--- config.mk ---
export PLATFORM = sky130hd
export DESIGN_NAME = axi4_master_write_engine
export DESIGN_NICKNAME = d
export VERILOG_FILES = /design/src/rtl/axi4_master_write_engine_pkg.sv /design/src/rtl/axi4_master_write_engine_fifo.sv /design/src/rtl/axi4_master_write_engine.sv
export SDC_FILE = /design/constraint.sdc
export NUM_CORES = 1
export LEC_CHECK = 0
export ABC_AREA = 1
export CORE_ASPECT_RATIO = 0.75
export CORE_MARGIN = 1
export CORE_UTILIZATION = 23
export DETAILED_ROUTE_END_ITERATION = 10
export GPL_ROUTABILITY_DRIVEN = 0
export GPL_TIMING_DRIVEN = 0
export PLACE_DENSITY = 0.48
export REMOVE_ABC_BUFFERS = 1
export SETUP_SLACK_MARGIN = 0.15
export SYNTH_ARGS = -nofsm -noshare
export SYNTH_HDL_FRONTEND = slang
export SYNTH_SLANG_ARGS = --single-unit
--- constraint.sdc ---
create_clock -name ACLK -period 7.4 [get_ports ACLK]
set_input_delay 1.48 -clock ACLK [delete_from_list [all_inputs] [get_ports ACLK]]
set_output_delay 1.48 -clock ACLK [all_outputs]
set_load 0.05 [all_outputs]
--- src/rtl/axi4_master_write_engine_pkg.sv ---
`default_nettype none
// ============================================================================
// Module      : axi4_master_write_engine_pkg
// Description : Shared AXI constants, FSM state type and a clog2 helper for
//               the AXI4 master write engine.
// Revision    : 1.0 - initial release
// ============================================================================
package axi4_master_write_engine_pkg;

  localparam logic [1:0] AXI_BURST_INCR    = 2'b01;
  localparam logic [3:0] AXI_CACHE_DEFAULT = 4'b0011;
  localparam logic [2:0] AXI_PROT_DEFAULT  = 3'b000;
  localparam int         AXI_4K_BYTES      = 4096;

  typedef enum logic [1:0] {
    IDLE   = 2'd0,
    ISSUE  = 2'd1,
    WAITAW = 2'd2
  } state_t;

  // Ceiling log2; returns 0 for values 0 and 1.
  function automatic int clog2(input int value);
    int result;
    result = 0;
    for (int i = 0; i < 31; i++) begin
      if ((1 << i) < value) result = i + 1;
    end
    return result;
  endfunction

endpackage
`default_nettype wire

--- src/rtl/axi4_master_write_engine_fifo.sv ---
`default_nettype none
// ============================================================================
// Module      : sync_fifo_fwft
// Description : Single-clock first-word-fall-through FIFO. The head entry is
//               visible on popData whenever empty is low. Depth must be a
//               power of two; callers guarantee no push when full.
// Revision    : 1.0 - initial release
// ============================================================================
module sync_fifo_fwft
  import axi4_master_write_engine_pkg::*;
#(
  parameter int Width = 8,
  parameter int Depth = 8
) (
  input  logic             ACLK,
  input  logic             ARESET,
  input  logic             push,
  input  logic [Width-1:0] pushData,
  input  logic             pop,
  output logic [Width-1:0] popData,
  output logic             empty
);

  localparam int PtrWidth = clog2(Depth);

  logic [Width-1:0]  mem [Depth];
  logic [PtrWidth:0] wrPtr;
  logic [PtrWidth:0] rdPtr;

  assign empty   = (wrPtr == rdPtr);
  assign popData = mem[rdPtr[PtrWidth-1:0]];

  // Read/write pointers with an extra wrap bit to tell full from empty.
  always_ff @(posedge ACLK or posedge ARESET) begin
    if (ARESET) begin
      wrPtr <= '0;
      rdPtr <= '0;
    end else begin
      if (push)          wrPtr <= wrPtr + 1'b1;
      if (pop && !empty) rdPtr <= rdPtr + 1'b1;
    end
  end

  // Storage array; contents are don't-care until written.
  always_ff @(posedge ACLK) begin
    if (push) mem[wrPtr[PtrWidth-1:0]] <= pushData;
  end

endmodule
`default_nettype wire

--- src/rtl/axi4_master_write_engine.sv ---
`default_nettype none
// ============================================================================
// Module      : axi4_master_write_engine
// Description : Splits inner write commands into 4 KB-safe AXI4 INCR bursts,
//               passes data beats through with locally generated WLAST, and
//               reports per-command completion and error from B responses.
// Revision    : 1.0 - initial release
// ============================================================================
module axi4_master_write_engine
  import axi4_master_write_engine_pkg::*;
#(
  parameter int AddressWidth       = 32,
  parameter int DataWidth          = 32,
  parameter int InnerIFLengthWidth = 16,
  parameter int MaxBurstLen        = 16,
  parameter int MaxOutstanding     = 8
) (
  input  logic                          ACLK,
  input  logic                          ARESET,
  output logic [AddressWidth-1:0]       OUTER_AWADDR,
  output logic [7:0]                    OUTER_AWLEN,
  output logic [2:0]                    OUTER_AWSIZE,
  output logic [1:0]                    OUTER_AWBURST,
  output logic [3:0]                    OUTER_AWCACHE,
  output logic [2:0]                    OUTER_AWPROT,
  output logic                          OUTER_AWVALID,
  input  logic                          OUTER_AWREADY,
  output logic [DataWidth-1:0]          OUTER_WDATA,
  output logic [DataWidth/8-1:0]        OUTER_WSTRB,
  output logic                          OUTER_WLAST,
  output logic                          OUTER_WVALID,
  input  logic                          OUTER_WREADY,
  input  logic [1:0]                    OUTER_BRESP,
  input  logic                          OUTER_BVALID,
  output logic                          OUTER_BREADY,
  input  logic [AddressWidth-1:0]       INNER_AWADDR,
  input  logic [InnerIFLengthWidth-1:0] INNER_AWLEN,
  input  logic                          INNER_AWVALID,
  output logic                          INNER_AWREADY,
  input  logic [DataWidth-1:0]          INNER_WDATA,
  input  logic [DataWidth/8-1:0]        INNER_WSTRB,
  input  logic                          INNER_WVALID,
  output logic                          INNER_WREADY,
  output logic                          CMD_DONE,
  output logic                          CMD_ERROR
);

  localparam int BytesPerBeat = DataWidth / 8;
  localparam int SizeLog      = clog2(BytesPerBeat);
  localparam int OutWidth     = clog2(MaxOutstanding) + 1;
  localparam logic [AddressWidth-1:0] LowMask = AddressWidth'(BytesPerBeat - 1);

  state_t                          state;
  state_t                          stateNext;
  logic [AddressWidth-1:0]         rAddr;
  logic [InnerIFLengthWidth-1:0]   rRemain;
  logic [8:0]                      rBeats;
  logic [OutWidth-1:0]             outstanding;
  logic [7:0]                      beatCnt;
  logic                            errAcc;

  logic                            awHs;
  logic                            wHs;
  logic                            bHs;
  logic                            canIssue;
  logic                            lastBurst;
  logic                            acceptCmd;
  logic [12:0]                     bytesToBoundary;
  logic [31:0]                     beatsToBoundary;
  logic [31:0]                     beatsMin;
  logic [8:0]                      issueBeats;
  logic                            wlenEmpty;
  logic [7:0]                      wlenHead;
  logic                            btagEmpty;
  logic                            btagHead;
  logic                            unusedBits;

  assign OUTER_AWSIZE  = 3'(SizeLog);
  assign OUTER_AWBURST = AXI_BURST_INCR;
  assign OUTER_AWCACHE = AXI_CACHE_DEFAULT;
  assign OUTER_AWPROT  = AXI_PROT_DEFAULT;
  assign unusedBits    = OUTER_BRESP[0];

  assign awHs = OUTER_AWVALID & OUTER_AWREADY;
  assign wHs  = OUTER_WVALID & OUTER_WREADY;
  assign bHs  = OUTER_BVALID & OUTER_BREADY;

  // Burst size: smallest of remaining beats, burst cap and beats to the 4 KB line.
  always_comb begin
    bytesToBoundary = 13'(AXI_4K_BYTES) - {1'b0, rAddr[11:0]};
    beatsToBoundary = 32'(bytesToBoundary >> SizeLog);
    beatsMin        = 32'(rRemain);
    if (32'(MaxBurstLen) < beatsMin) beatsMin = 32'(MaxBurstLen);
    if (beatsToBoundary < beatsMin)  beatsMin = beatsToBoundary;
    issueBeats = 9'(beatsMin);
  end

  // Next-state logic and command-side control strobes.
  always_comb begin
    stateNext     = state;
    INNER_AWREADY = 1'b0;
    acceptCmd     = 1'b0;
    canIssue      = (outstanding < OutWidth'(MaxOutstanding));
    lastBurst     = (32'(rRemain) == 32'(rBeats));
    case (state)
      IDLE: begin
        INNER_AWREADY = 1'b1;
        if (INNER_AWVALID && (INNER_AWLEN != '0)) begin
          acceptCmd = 1'b1;
          stateNext = ISSUE;
        end
      end
      ISSUE: begin
        if (canIssue) stateNext = WAITAW;
      end
      WAITAW: begin
        if (awHs) stateNext = lastBurst ? IDLE : ISSUE;
      end
      default: stateNext = IDLE;
    endcase
  end

  // FSM state register.
  always_ff @(posedge ACLK or posedge ARESET) begin
    if (ARESET) state <= IDLE;
    else        state <= stateNext;
  end

  // Command address/remaining tracking and registered AW channel.
  always_ff @(posedge ACLK or posedge ARESET) begin
    if (ARESET) begin
      rAddr         <= '0;
      rRemain       <= '0;
      rBeats        <= '0;
      OUTER_AWADDR  <= '0;
      OUTER_AWLEN   <= '0;
      OUTER_AWVALID <= 1'b0;
    end else begin
      if (acceptCmd) begin
        rAddr   <= INNER_AWADDR & ~LowMask;
        rRemain <= INNER_AWLEN;
      end
      if ((state == ISSUE) && canIssue) begin
        OUTER_AWADDR  <= rAddr;
        OUTER_AWLEN   <= 8'(issueBeats - 9'd1);
        rBeats        <= issueBeats;
        OUTER_AWVALID <= 1'b1;
      end
      if ((state == WAITAW) && awHs) begin
        OUTER_AWVALID <= 1'b0;
        rAddr         <= rAddr + (AddressWidth'(rBeats) << SizeLog);
        rRemain       <= rRemain - InnerIFLengthWidth'(rBeats);
      end
    end
  end

  // Bursts issued but not yet answered on B; paces ISSUE.
  always_ff @(posedge ACLK or posedge ARESET) begin
    if (ARESET) outstanding <= '0;
    else begin
      case ({awHs, bHs})
        2'b10:   outstanding <= outstanding + 1'b1;
        2'b01:   outstanding <= outstanding - 1'b1;
        default: outstanding <= outstanding;
      endcase
    end
  end

  sync_fifo_fwft #(.Width(8), .Depth(MaxOutstanding)) uWlenFifo (
    .ACLK     (ACLK),
    .ARESET   (ARESET),
    .push     (awHs),
    .pushData (OUTER_AWLEN),
    .pop      (wHs & OUTER_WLAST),
    .popData  (wlenHead),
    .empty    (wlenEmpty)
  );

  sync_fifo_fwft #(.Width(1), .Depth(MaxOutstanding)) uBtagFifo (
    .ACLK     (ACLK),
    .ARESET   (ARESET),
    .push     (awHs),
    .pushData (lastBurst),
    .pop      (bHs),
    .popData  (btagHead),
    .empty    (btagEmpty)
  );

  // Data only flows once the owning burst's AW has been accepted.
  assign OUTER_WVALID = INNER_WVALID & !wlenEmpty;
  assign INNER_WREADY = OUTER_WREADY & !wlenEmpty;
  assign OUTER_WDATA  = wlenEmpty ? '0 : INNER_WDATA;
  assign OUTER_WSTRB  = wlenEmpty ? '0 : INNER_WSTRB;
  assign OUTER_WLAST  = !wlenEmpty && (beatCnt == wlenHead);
  assign OUTER_BREADY = !btagEmpty;

  // Beat position within the current W burst.
  always_ff @(posedge ACLK or posedge ARESET) begin
    if (ARESET)   beatCnt <= '0;
    else if (wHs) beatCnt <= OUTER_WLAST ? 8'd0 : beatCnt + 8'd1;
  end

  // Error accumulation across a command's bursts and completion pulse.
  always_ff @(posedge ACLK or posedge ARESET) begin
    if (ARESET) begin
      errAcc    <= 1'b0;
      CMD_DONE  <= 1'b0;
      CMD_ERROR <= 1'b0;
    end else begin
      CMD_DONE  <= bHs & btagHead;
      CMD_ERROR <= bHs & btagHead & (errAcc | OUTER_BRESP[1]);
      if (bHs) errAcc <= btagHead ? 1'b0 : (errAcc | OUTER_BRESP[1]);
    end
  end

endmodule
`default_nettype wire

==> results of run 1 <==
## cell usage in the layout, fill, tap and decap left out, types with 14 or more instances in the layout
master | synthesis | routed
nand2_1 | 250 | 248
clkdlybuf4s50_1 | 0 | 171
inv_1 | 172 | 170
nor2_1 | 155 | 155
dfrtp_1 | 127 | 127
o21ai_0 | 81 | 81
edfxtp_1 | 72 | 72
nand3_1 | 44 | 44
xor2_1 | 41 | 41
a21oi_1 | 40 | 40
ha_1 | 39 | 39
o21ai_1 | 25 | 25
conb_1 | 2 | 20
nor3_1 | 18 | 18
o22ai_1 | 18 | 18
nand4_1 | 17 | 17
clkbuf_16 | 0 | 17
xnor2_1 | 15 | 15
o211ai_1 | 14 | 14
## worst min path at each step
stage                            end  cells past startpoint
finish                outstanding[0]                      1
global route          outstanding[0]                      1
CTS                   outstanding[0]                      1
detailed placement    outstanding[0]                      1
global placement    OUTER_AWADDR[14]                      2
floorplan             outstanding[0]                      1
## power by group through the flow
stage,Clock (mW),Sequential (mW),Combinational (mW)
final,0.957,1.26,0.498
after global routing,1.02,1.27,0.563
after CTS,0.987,1.26,0.504
after detailed placement,0,1.28,0.502
after global placement,0,1.28,0.490
after floorplan,0,1.28,0.335
## layer usage
layer	up-vias	track usage, %	wire [µm]
li1	4528	-	-
met1	4225	19.7	16100
met2	190	18.5	12400
met3	18	2.98	1750
met4	0	2.73	236
met5	-	0	0
## sequential cells by signal, summed over array words and instances (netlist names), 8 cells and up
| name | count |
|---|---|
| OUTER_AWLEN | 8 |
| beatCnt | 8 |
| uBtagFifo.mem | 8 |
| rRemain | 16 |
| rBeats | 9 |
| rAddr | 30 |
| OUTER_AWADDR | 30 |
| uWlenFifo.mem | 64 |
## per-stage QoR
stage               hold slack, ps  setup TNS, ps  utilization (%)  power (mW)  setup WS [ps]
finish                         474              0             30.0        2.71           1810
global route                   489              0             30.0        2.85           1470
CTS                            481              0             29.9        2.75           1650
detailed placement             463              0             28.6        1.78           1160
global placement               460          -6190             28.4        1.77           -545
floorplan                      446              0                -        1.61           2540
## cell families (layout without fill, tap and decap cells)
family	after synthesis	count (layout)	synth area share [%]
AND/OR/NAND/NOR	529	529	20.7
XOR/XNOR	56	56	4.49
flip-flops	199	199	48.8
adder cells (fa/ha/maj)	42	42	5.01
AO/OA/AOI/OAI	218	218	11.8
other	2	20	0.0687
buffers and inverters	234	390	9.08
## worst max-delay path, delay by kind of cell (launching register included)
family / cells / cell delay, ps
DFF: 1 / 1230
xor gates and xnor gates: 1 / 120
AOI/OAI and AO/OA: 3 / 670
buffers and inverters: 2 / 1140
and+or+nand+nor: 3 / 470
## final cells by class
type                       instances  area [µm²]
timing repair buffer             177        1830
inverter                         181         689
tap                              630         788
multi-input combinational        865        4680
clock buffer                      17         425
clock inverter                    15         168
fill                            4951       32500
sequential                       199        5340
==> results.cfg, run 1 <==
[run_status]
outcome = complete, no violations

[setup_path]
r2r_setup_slack_ps = 3490
cp_data_required_time_ps = 5920
path_max_fanout = 36
reg2reg_depth = 20
slowest_delay_ps = 1230
crit_path_end = OUTER_WLAST
crit_path_end_kind = output pin
critPathKind = flop to output pin
critPathLaunch = uWlenFifo.rdPtr[0]
path_cells = inv_6 -> o21ai_0 -> o22ai_1 -> o21ai_1 -> xnor2_1 -> nor3_1 -> nand4_1 -> nor3_1 -> clkdlybuf4s50_1
r2r_end = OUTER_AWLEN[2]
cp_slowest_cell = dfrtp_1
cp-start-kind = flop
cpMostUsedCell = nor3_1
reg2reg_from = rAddr[2]
arrival_ps = 4110

[hold_path]
min_from = outstanding[0]
hp-class = flop to flop

[yosys]
ys.flop_type = dfrtp_1
syn-cell-area_um2 = 10900
yosysTopAreaCellShare_pct = 29.1
ys_warn_count = 0
netlist-cell-type-count = 52
syn-mean-instance-area_um2 = 8.54
syn_inst = 1280
ys_top_cells_by_count = nand2_1 (250), inv_1 (172), nor2_1 (155)
yosysTopAreaCell = dfrtp_1
synth_edf_count = 72
ys_ff_latch = 199
synth_area_leaders = dfrtp_1 (29%), edfxtp_1 (20%), nand2_1 (8.6%), inv_1 (5.9%), nor2_1 (5.3%)
ys_seq_area_share_pct = 48.8
ys_async_sr_fraction_pct = 63.8
synth.most_common_cell = nand2_1

[clocking]
cts_buffer_depth = 2
cts_tree = done
numCtsBuffers = 17
ctsHoldBuffers = 0
clock_latency_ps = 460
cts.sinks = 199
postCtsSetupRepairBufs = 0
h-tree-depth = 4
cts.clk_slew.worst_paths_ps = 90
cts_resized = 0
cts_root_buffer = clkbuf_16

[power]
switching_power_uw = 865
p_leak_nw = 5.87
switching_share_pct = 31.9
combinationalPowerShare_pct = 18.4
p_per_area_nw_per_um2 = 195
peakVddDrop_v = 0.000128
clkPwrFrac_pct = 35.3
internal_power_mw = 1.85
p_seq_share_pct = 46.3

[route]
routed_wl_um = 30500
drtPass1Iterations = 5
antenna_left = 0
drt-initial-drc-count = 553
drc_errors = 0
vias_per_cell = 4.30
wire_per_inst_um = 14.6
vias = 8961

[sta]
timing.final.crit_share_pct = 75.6
fmax_mhz = 179
fin_skew_ps = 14.7
relSlewSlack_pct = 11.4
fin_crit_ps = 5590
setup_violations = 0
drv_slew = 0
hold_violations = 0
worstMarginPinSlew_ps = 1330
grt_setup_unrepaired = no

[global_route]
grt_overflow_total = 0
grt_pass1_vias = 8673
antenna_found_initial = 0
grt_pass1_wl_um = 48700
grt_max_degree = 74
grt_use_total_pct = 13.0

[placement]
dp.cells = 2050
io_buffers = 171
hpwlAfterDp_um = 22400
placed_cell_area_um2 = 13300

[floorplanning]
dieArea_um2 = 48400
initial_utilization_pct = 23.5
die_x_um = 254
fp.coreArea_um2 = 46500
rows = 68
io_pins = 189
die_y_um = 191

[final_layout]
diodes = 0
drive_gt1_share_pct = 5.71
final_cells = 2084
syn2layout_area_growth_pct = 27.3
layout.nets = 1576
fin_area_um2 = 13900

[job]
max_cap_viol_count = 0
No activity file was read; power rests on OpenSTA's default activity.
==> run 2: changes to the inputs <==
clock period = 5.7 ns   (was 7.4 ns; I/O delays follow)
==> results.cfg, run 2 (same netlist as run 1, synthesis figures left out) <==
[global_route]
grt_use_total_pct = 13.0
met1_usage_pct = 19.7
antenna_found_initial = 0
grt_max_degree = 74
grt_busiest_layer = met1
use_met3_pct = 2.98
grt.met2_usage_pct = 18.5
grt_pass1_vias = 8673
grt_overflow_total = 0
grt_pass1_wl_um = 48700

[sta]
fin_skew_ps = 14.7
drv_slew = 0
timing.final.crit_share_pct = 85.8
worstMarginPinSlew_ps = 947
setup_violations = 0
relSlewSlack_pct = 36.6
fin_crit_ps = 4890
grt_setup_unrepaired = no
fin_ws_ps = 810
fmax_mhz = 205
hold_violations = 0

[final_layout]
syn2layout_area_growth_pct = 27.3
drive_gt1_share_pct = 5.78
mostFrequentLayoutCells = nand2_1 (248), clkdlybuf4s50_1 (171), inv_1 (170)
diodes = 0
layout.nets = 1576
nFillCells = 4950
post-route-util_pct = 30.0
layout_commonest_cell = nand2_1
largest_register_ffs = 64

[setup_path]
crit_path_end_kind = output pin
path_max_fanout = 21
cp_data_required_time_ps = 4560
cp-start-kind = flop
critPathKind = flop to output pin
arrival_ps = 3750

[route]
vias_per_cell = 4.30
antenna_left = 0
drt-initial-drc-count = 553
vias = 8961
drtPass1Iterations = 5
wire_per_inst_um = 14.6
routed_wl_um = 30500
drc_errors = 0

[job]
max_cap_viol_count = 0

[floorplanning]
rows = 68
die_x_um = 254
initial_utilization_pct = 23.5
dieArea_um2 = 48400
die_y_um = 191
io_pins = 189
fp.coreArea_um2 = 46500

[clocking]
postCtsSetupRepairBufs = 0
cts_tree = done
cts.clk_slew.worst_paths_ps = 90
cts_root_buffer = clkbuf_16
h-tree-depth = 4
cts.sinks = 199
cts_buffer_depth = 2
numCtsBuffers = 17
clock_latency_ps = 460

[placement]
io_buffers = 171
preCtsSetupSlack_ps = -195
hpwlAfterDp_um = 22400

[power]
p_per_area_nw_per_um2 = 253
p_leak_nw = 5.87
peakVddDrop_v = 0.000166

[run_status]
outcome = complete, no violations

[hold_path]
hp-class = flop to flop
==> run 2: changes by cell type in the layout (fill, tap and decap cells not counted) <==
| cell | before | now |
|---|---|---|
| dfrtp_1 | 127 | 126 |
| dfrtp_2 | 0 | 1 |
==> run 2: where the power goes <==
part / total, mW / leakage (nW) / internal, mW / switching [mW]
Clock: 1.24 / 0.288 / 0.595 / 0.648
Sequential: 1.63 / 1.95 / 1.55 / 0.0846
Combinational: 0.647 / 3.63 / 0.256 / 0.391
Total: 3.52 / 5.87 / 2.40 / 1.12
==> run 2: area by class of cell <==
| type | instances | area [µm²] | area share (%) |
|---|---|---|---|
| Sequential cell | 199 | 5340 | 38.4 |
| Multi-Input combinational cell | 865 | 4680 | 33.6 |
| Clock buffer | 17 | 425 | 3.06 |
| Inverter | 181 | 689 | 4.95 |
| Tap cell | 630 | 788 | 5.66 |
| Clock inverter | 15 | 168 | 1.20 |
| Timing Repair Buffer | 177 | 1830 | 13.1 |
==> run 2: per-stage QoR <==
stage	instances	power, mW	hold WS [ps]	area, µm²	setup TNS [ps]
4_1_cts	2082	3.57	481	13900	0
6_report	2084	3.52	474	13900	0
5_1_grt	2084	3.71	489	13900	0
2_1_floorplan	1245	2.09	446	10700	0
3_3_place_gp	2046	2.30	460	13200	-215060
3_5_place_dp	2050	2.31	463	13300	-1310
==> run 2: worst max-delay path: stages (launching register included) <==
cell and delay, ps:
dfrtp_1 910, inv_2 350, o21ai_0 160, o22ai_1 110, o21ai_1 310, xnor2_1 120
nor3_1 140, nand4_1 100, nor3_1 230, clkdlybuf4s50_1 860
==> run 2: worst paths after layout <==
kind / depth (start not counted) / from / slack, ps / to
worst min register to register: 1 / outstanding[0] / 470 / outstanding[0]
worst max register to register: 20 / rAddr[2] / 1790 / OUTER_AWLEN[2]
min in group asynchronous: 2 / ARESET / 1110 / OUTER_AWADDR[17]
worst min-delay path: 1 / outstanding[0] / 470 / outstanding[0]
max in group asynchronous: 3 / ARESET / 3790 / OUTER_AWADDR[5]
worst max-delay path: 9 / uWlenFifo.rdPtr[1] / 810 / OUTER_WLAST
==> run 2: metal layers <==
metal / vias to the layer above / wire length [µm]
met5: - / 0
met2: 190 / 12400
li1: 4528 / -
met4: 0 / 236
met3: 18 / 1750
met1: 4225 / 16100
==> run 2: what timing repair did <==
item                                    in CTS  in global routing
hold buffers                                 0                  0
resized for setup                            0                  1
endpoints found under the setup margin       0                  1
==> run 3: changes to the inputs <==
HOLD_SLACK_MARGIN = 0.15   (was default)
MAX_ROUTING_LAYER = met4   (was default)
SLEW_MARGIN = 20   (was default)
==> results.cfg, run 3 (same netlist as run 1, synthesis figures left out) <==
[setup_path]
crit_path_end_kind = output pin
cp-start-kind = flop
arrival_ps = 3770
critPathKind = flop to output pin
cp_data_required_time_ps = 4560
path_max_fanout = 21

[job]
max_cap_viol_count = 0

[floorplanning]
rows = 68
fp.coreArea_um2 = 46500
die_x_um = 254
dieArea_um2 = 48400
die_y_um = 191
initial_utilization_pct = 23.5
io_pins = 189

[sta]
tns_ps = 0
grt_setup_unrepaired = no
worstMarginPinSlew_ps = 997
fin_skew_ps = 15.9
fin_crit_ps = 4910
setup_violations = 0
timing.final.crit_share_pct = 86.1
fmax_mhz = 204
drv_slew = 0
relSlewSlack_pct = 33.3
hold_violations = 0

[route]
drtPass1Iterations = 4
antenna_left = 0
wire_per_inst_um = 14.6
vias_per_cell = 4.31
drt-initial-drc-count = 494
routed_wl_um = 30300
vias = 8973
drc_errors = 0

[placement]
dp.cells = 2049
hpwlAfterDp_um = 22300
placed_cell_area_um2 = 13300
io_buffers = 171

[global_route]
grt_max_degree = 79
grt_pass1_wl_um = 48300
antenna_found_initial = 1
grt_use_total_pct = 13.3
grt_pass1_vias = 8552
grt_overflow_total = 0

[clocking]
postCtsSetupRepairBufs = 0
cts_tree = done
numCtsBuffers = 17
cts.clk_slew.worst_paths_ps = 90
ctsHoldBuffers = 0
h-tree-depth = 4
cts_resized = 0
clock_latency_ps = 460
cts_buffer_depth = 2
cts.sinks = 199
cts_root_buffer = clkbuf_16

[final_layout]
final_cells = 2082
largest_register_ffs = 64
syn2layout_area_growth_pct = 27.2
layout.nets = 1573
drive_gt1_share_pct = 5.86
layout_commonest_cell = nand2_1
mostFrequentLayoutCells = nand2_1 (248), clkdlybuf4s50_1 (171), inv_1 (170)
fin_area_um2 = 13900

[run_status]
outcome = complete, no violations

[hold_path]
hp-class = flop to flop

[power]
peakVddDrop_v = 0.000175
p_per_area_nw_per_um2 = 257
p_leak_nw = 5.86
==> run 3: cell types whose count changed in the layout (fill, tap and decap cells not counted), moves of 2 or more <==
| cell | change |
|---|---|
| buf_4 | -2 |
| buf_16 | -2 |
| clkinv_8 | +2 |
| clkinv_1 | -2 |
| inv_6 | -2 |
| buf_6 | +2 |
==> run 3: metrics by stage <==
stage          hold WS [ps]  utilization, %  power (mW)  setup WS, ps
5_1_grt                 487            29.9        3.75           533
6_report                472            29.9        3.57           794
4_1_cts                 479            29.9        3.61           711
3_5_place_dp            463            28.6        2.31           685
2_1_floorplan           446               -        2.09          1180
3_3_place_gp            460            28.4        2.30         -1900
==> run 3: path summary, 6_finish.rpt <==
kind	from	cells after the start	slack, ps	end
max	uWlenFifo.rdPtr[1]	9	790	OUTER_WLAST
max in group asynchronous	ARESET	3	3830	OUTER_AWADDR[5]
min reg2reg	outstanding[0]	1	470	outstanding[0]
min	outstanding[0]	1	470	outstanding[0]
min in group asynchronous	ARESET	2	1090	OUTER_AWADDR[17]
max reg2reg	rAddr[2]	20	1680	OUTER_AWLEN[2]
==> run 3: per-layer routing <==
layer | wire length, µm | GRT usage [%] | vias to the layer above | share of wire, %
li1 | - | - | 4507 | -
met1 | 16100 | 19.3 | 4253 | 53
met2 | 12300 | 18.4 | 198 | 41
met3 | 1740 | 3.07 | 15 | 5.7
met4 | 243 | 3.04 | 0 | 0.80
met5 | 0 | - | - | 0
==> run 3: power by group <==
group / internal, mW / total, mW / switching (mW) / leakage (nW)
combinational: 0.256 / 0.648 / 0.391 / 3.60
sequential: 1.55 / 1.63 / 0.0862 / 1.95
clock: 0.641 / 1.29 / 0.650 / 0.301
==> run 3: critical path, cell delays in order (launching register included) <==
cell and delay [ps]:
dfrtp_1 910, inv_2 360, o21ai_0 160, o22ai_1 100, o21ai_1 300, xnor2_1 110, nor3_1 160, nand4_1 100
nor3_1 240, clkdlybuf4s50_1 860
==> run 3: final cells by class <==
| class | count | area (µm²) |
|---|---|---|
| diodes | 1 | 2.50 |
| clock buffers | 17 | 425 |
| clock inverters | 15 | 204 |
| fillers | 4935 | 32600 |
| inverters | 181 | 696 |
| multi-input cells | 865 | 4690 |
| flip-flops and latches | 199 | 5340 |
| well taps | 630 | 788 |
| repair buffers | 174 | 1760 |
